$ cat config.mk
export PLATFORM = sky130hd
export DESIGN_NAME = fsm_job_dispatcher
export DESIGN_NICKNAME = d
export VERILOG_FILES = /design/src/rtl/fsm_job_dispatcher.sv
export SDC_FILE = /design/constraint.sdc
export NUM_CORES = 1
export LEC_CHECK = 0
export ABC_AREA = 1
export ABC_CLOCK_PERIOD_IN_PS = 1930
export CORE_UTILIZATION = 51
export CTS_CLUSTER_DIAMETER = 80
export DETAILED_ROUTE_END_ITERATION = 10
export PLACE_DENSITY = 0.73
export SLEW_MARGIN = 25
export SYNTH_ARGS = -nofsm -noshare
export SYNTH_HDL_FRONTEND = slang
export SYNTH_SLANG_ARGS = --single-unit
$ cat constraint.sdc
create_clock -name clk -period 1.93 [get_ports clk]
set_clock_uncertainty 0.15 [all_clocks]
set_input_delay 0.386 -clock clk [delete_from_list [all_inputs] [get_ports clk]]
set_output_delay 0.386 -clock clk [all_outputs]
set_load 0.02 [all_outputs]
$ cat src/rtl/fsm_job_dispatcher.sv
// Job dispatcher: queues operands in a small FIFO and launches them one at a time into the FSM.
// Optional watchdog in WAIT enabled by defining DISPATCH_TIMEOUT_EN.
module fsm_job_dispatcher #(
  parameter int unsigned WIDTH = 16,
  parameter int unsigned DEPTH = 4
`ifdef DISPATCH_TIMEOUT_EN
  , parameter int unsigned TIMEOUT_CYCLES = 1024
`endif
) (
  input  logic             clk,
  input  logic             reset,
  input  logic             in_valid,
  input  logic [WIDTH-1:0] in_data,
  output logic             in_ready,
  output logic             start,
  output logic [WIDTH-1:0] d,
  input  logic             done,
  output logic             busy,
  output logic [7:0]       jobs_done
`ifdef DISPATCH_TIMEOUT_EN
  , output logic           timeout_err
`endif
);

  localparam int unsigned PtrW = $clog2(DEPTH);
  localparam int unsigned CntW = PtrW + 1;
  localparam logic [CntW-1:0] FullCount = CntW'(DEPTH);

`ifdef DISPATCH_TIMEOUT_EN
  localparam int unsigned TimW = $clog2(TIMEOUT_CYCLES) + 1;
  localparam logic [TimW-1:0] TimerLast = TimW'(TIMEOUT_CYCLES - 1);
  logic [TimW-1:0] timer_q;
`endif

  typedef enum logic [1:0] {StIdle, StLaunch, StSettle, StWait} state_e;

  state_e           state_q;
  logic [WIDTH-1:0] mem_q [DEPTH];
  logic [PtrW-1:0]  wr_ptr_q;
  logic [PtrW-1:0]  rd_ptr_q;
  logic [CntW-1:0]  count_q;
  logic             push;
  logic             pop;

  // Full flag comes from registered count only; a same-cycle pop does not free a slot.
  assign in_ready = (count_q != FullCount);
  assign push     = in_valid && in_ready;
  assign pop      = (state_q == StIdle) && (count_q != '0);

  always_ff @(posedge clk) begin
    if (push) begin
      mem_q[wr_ptr_q] <= in_data;
    end
  end

  always_ff @(posedge clk) begin
    if (reset) begin
      state_q     <= StIdle;
      wr_ptr_q    <= '0;
      rd_ptr_q    <= '0;
      count_q     <= '0;
      start       <= 1'b0;
      d           <= '0;
      busy        <= 1'b0;
      jobs_done   <= '0;
`ifdef DISPATCH_TIMEOUT_EN
      timer_q     <= '0;
      timeout_err <= 1'b0;
`endif
    end else begin
      if (push) begin
        wr_ptr_q <= wr_ptr_q + PtrW'(1);
      end
      if (pop) begin
        rd_ptr_q <= rd_ptr_q + PtrW'(1);
      end
      if (push && !pop) begin
        count_q <= count_q + CntW'(1);
      end else if (pop && !push) begin
        count_q <= count_q - CntW'(1);
      end

      unique case (state_q)
        StIdle: begin
          if (pop) begin
            d       <= mem_q[rd_ptr_q];
            start   <= 1'b1;
            busy    <= 1'b1;
            state_q <= StLaunch;
          end
        end
        StLaunch: begin
          start   <= 1'b0;
          state_q <= StSettle;
`ifdef DISPATCH_TIMEOUT_EN
          timer_q <= '0;
`endif
        end
        // done may still be high from the previous job here, so it is not looked at.
        StSettle: state_q <= StWait;
        StWait: begin
          if (done) begin
            jobs_done <= jobs_done + 8'd1;
            busy      <= 1'b0;
            state_q   <= StIdle;
`ifdef DISPATCH_TIMEOUT_EN
          end else if (timer_q == TimerLast) begin
            busy        <= 1'b0;
            timeout_err <= 1'b1;
            state_q     <= StIdle;
          end else begin
            timer_q <= timer_q + TimW'(1);
`endif
          end
        end
        default: state_q <= StIdle;
      endcase
    end
  end

endmodule

==> results by group <==
Outcome
  – Status: finished, final reports clean

Logic synthesis
  – Mean Syn Cell Area: slightly below 9 um^2
  – Seq cells post-synth: between 90 and 100
  – Synth Area in Simple Gates: 0.234
  – Largest family of logic cells by synthesized area: simple AND/OR/NAND/NOR gates
  – Most common cell in the netlist: nand2_1
  – Syn Inst Count: slightly above 500
  – Complex-gate fraction of the synthesized area: 0.0181
  – Largest area contributor in the netlist: edfxtp_1
  – Mux share of post-synthesis cell area: 0
  – Post-synth top area share: 0.435
  – Post-synthesis sequential area ratio: 0.594
  – Post-synth top cells: 142 x nand2_1, 104 x inv_1, 64 x edfxtp_1, 62 x nor2_1, 45 x nand3_1
  – Top_reg_cell synth: edfxtp_1
  – Synth async-reset ratio: 0
  – Top cells by area, synth: edfxtp_1 44%, dfxtp_1 16%, nand2_1 12%, inv_1 8.8%, nor2_1 5.3%
  – Synth Area in Adders: 0.0357
  – Syn_nets: between 500 and 600
  – EDFF count, synth: 64
  – Synth Cell Area: ~4400 um^2
  – Distinct cells, synth: 19
  – XOR/XNOR Fraction of Synth Area: 0.00198
  – Synth Warn #: 0

Final layout
  – Final #Nets: about 590
  – Fill count: between 600 and 700
  – Share of layout cells above drive strength 1: 0.0882
  – Multi-input gate area: 1300 um^2
  – Finished Core Util: 0.639
  – Register area: 2630 um^2
  – P&R area growth vs syn: 20.2%
  – # diodes: 0

Critical path
  – CP Cell Sequence: nor2_4, nand2_2, nand2_2, inv_2, ha_2, inv_1, fa_2, o21ai_0, nor2_1
  – CP Launch Point: count_q[1]
  – CP Capture Type: flip-flop
  – Most frequent CP cell: nand2_2
  – CP required: slightly above 2000 ps
  – Worst EP arrival: a little under 2000 ps
  – Worst Path Buf+Inv: 2
  – CP max stage cell: fa_2
  – Worst stage delay on the critical path: between 400 and 500 ps
  – Setup CP Type: flip-flop to flip-flop
  – Crit path launch type: flip-flop
  – Delay-heaviest family, CP: adder cells
  – Reg2reg start: count_q[1]
  – Max FO, Critical Path: 3

STA
  – Unrepaired setup endpoints after global routing: yes
  – Tcrit/Tclk final: 0.977
  – Fin worst setup slack: between 40 and 50 ps
  – Tmin final: 1890 ps
  – Fmax: 0.530 GHz
  – Hold Slack: 298 ps
  – Rel. slew slack: 0.609
  – Measured slew at the worst slew-check pin: approximately 590 ps
  – Final hold vios: 0
  – Setup violators final: 0
  – Final-report max-slew violation count: 0

Global route
  – Initial antenna violation count: 0
  – Total track usage: 0.197
  – Overflow after GRT: 0
  – Vias in the first global route: around 3000
  – First-pass GRT wire length: between 10 and 15 mm
  – Largest net degree at the start of global routing: 35

Drt
  – Post-Route WL: roughly 8.2 mm
  – First drt pass iteration count: 4
  – Via density: 4.69
  – ANT nets after route: 0
  – Routed WL per cell: 12.2 um
  – DRT iter0 DRCs: approximately 160
  – Via count: 3150
  – Remaining DRCs: 0

Power
  – P_leak: approximately 2.5 nW
  – Combinational share of power: 0.425
  – Clock Power Share: 0.173
  – Sw Share: 0.377
  – Total power: 7.09 mW
  – Switch Pwr: between 2 and 3 mW
  – Worst VDD drop: roughly 760 uV
  – Pwr/cell area: between 1000 and 1500 nW/um^2
  – Internal: ~4.4 mW
  – Part of the power in registers: 0.403

Job
  – Max cap viols: 0

CTS
  – H-tree Lvls: 3
  – TritonCTS Buffers: 9
  – CTS Hold Bufs: 0
  – Clk_lat worst skew: 350 ps
  – Clk pin slew, worst setup/hold paths: approximately 90 ps
  – Root Buffer: clkbuf_8
  – Max Root-Sink Buffers: 2
  – Clock tree sinks: between 90 and 100
  – TritonCTS clock tree: yes

Min path
  – Min-delay src: busy
  – Worst min path class: flip-flop to flip-flop

Placement
  – HPWL Detailed: ~5.3 mm
  – Routability congestion estimate from global placement: 0.737
  – Port-buffer cells: 46
  – Pre-CTS setup slack: -304 ps

Floorplanning
  – IO Pins: 47
  – Die area: approximately 9000 um^2
  – Die Y: 95.0 um
  – Core area: 8300 um^2
  – Die width: between 90 and 100 um
  – Starting Density: 0.532
  – Cell Rows: 33
-- per-stage QoR --
step | instances | setup TNS, ps | instance area [um^2]
2_1_floorplan | 503 | -1820 | 4440
3_3_place_gp | 654 | -339 | 5090
3_5_place_dp | 654 | -521 | 5090
4_1_cts | 670 | 0 | 5270
5_1_grt | 672 | -20.2 | 5310
6_report | 672 | 0 | 5310
-- registers in the layout, summed over array words and instances, names as in the netlist --
register	count
d	16
start	1
jobs_done	8
busy	1
rd_ptr_q	2
wr_ptr_q	2
state_q	2
mem_q	64
count_q	3
-- placed cells by master (no fill, tap or decap) --
master,count
o21ai_0,5
buf_12,5
clkinv_2,1
clkinv_1,1
buf_4,13
ha_1,9
clkinv_4,1
nand2_4,2
clkbuf_1,2
fa_2,1
ha_2,1
edfxtp_1,64
clkbuf_16,1
clkbuf_8,9
dfxtp_4,1
nand2_1,141
dlygate4sd2_1,2
xor2_1,1
dfxtp_1,31
a21oi_1,11
clkinvlp_4,1
dlymetal6s2s_1,3
ha_4,1
nand3_1,45
nor2_4,1
dfxtp_2,3
inv_2,5
clkdlybuf4s50_1,41
inv_1,101
nor2_1,60
nor2_2,2
nand2_2,2
-- layer usage --
metal	GRT usage	wire (um)	vias up
met5	0	0	-
met4	0.0732	87	0
met1	0.256	3640	1431
met2	0.334	4030	71
met3	0.0303	420	5
li1	-	-	1643
-- final timing paths --
kind,depth (start not counted),end,slack (ps)
max,9,count_q[1],40
max reg2reg,9,count_q[1],40
min,2,busy,300
min reg2reg,2,busy,300
-- power groups by stage --
stage	Clock, mW	Combinational (mW)	Sequential, mW
global placement	0	2.87	2.89
floorplan	0	1.82	3.14
global route	1.34	3.39	2.90
CTS	1.26	2.98	2.85
detailed placement	0	2.96	2.90
finish	1.22	3.01	2.85
-- final cells by class --
class / instances / share of cell area
clock inverter: 4 / 0.00472
multi-input combinational: 282 / 0.245
timing repair buffer: 64 / 0.125
inverter: 106 / 0.0750
tap: 105 / 0.0248
sequential: 99 / 0.496
clock buffer: 12 / 0.0295
-- tightest hold or removal path, cell delays in order (launching register included) --
cell and delay, ps:
dfxtp_1 320, inv_1 50, a21oi_1 50
-- timing repair --
item / CTS / global route
pin swaps: 0 / 1
resized for setup: 3 / 11
setup buffers: 0 / 2
setup endpoints to repair: 3 / 5
-- cells by family (layout without fill, tap and decap cells) --
kind of cell | Yosys count | in the layout
flip-flops | 99 | 99
AO/OA/AOI/OAI | 16 | 16
buffers and inverters | 122 | 186
adder cells (fa/ha/maj) | 12 | 12
XOR/XNOR | 1 | 1
AND/OR/NAND/NOR | 253 | 253
Power figures use the tool's default switching activity.
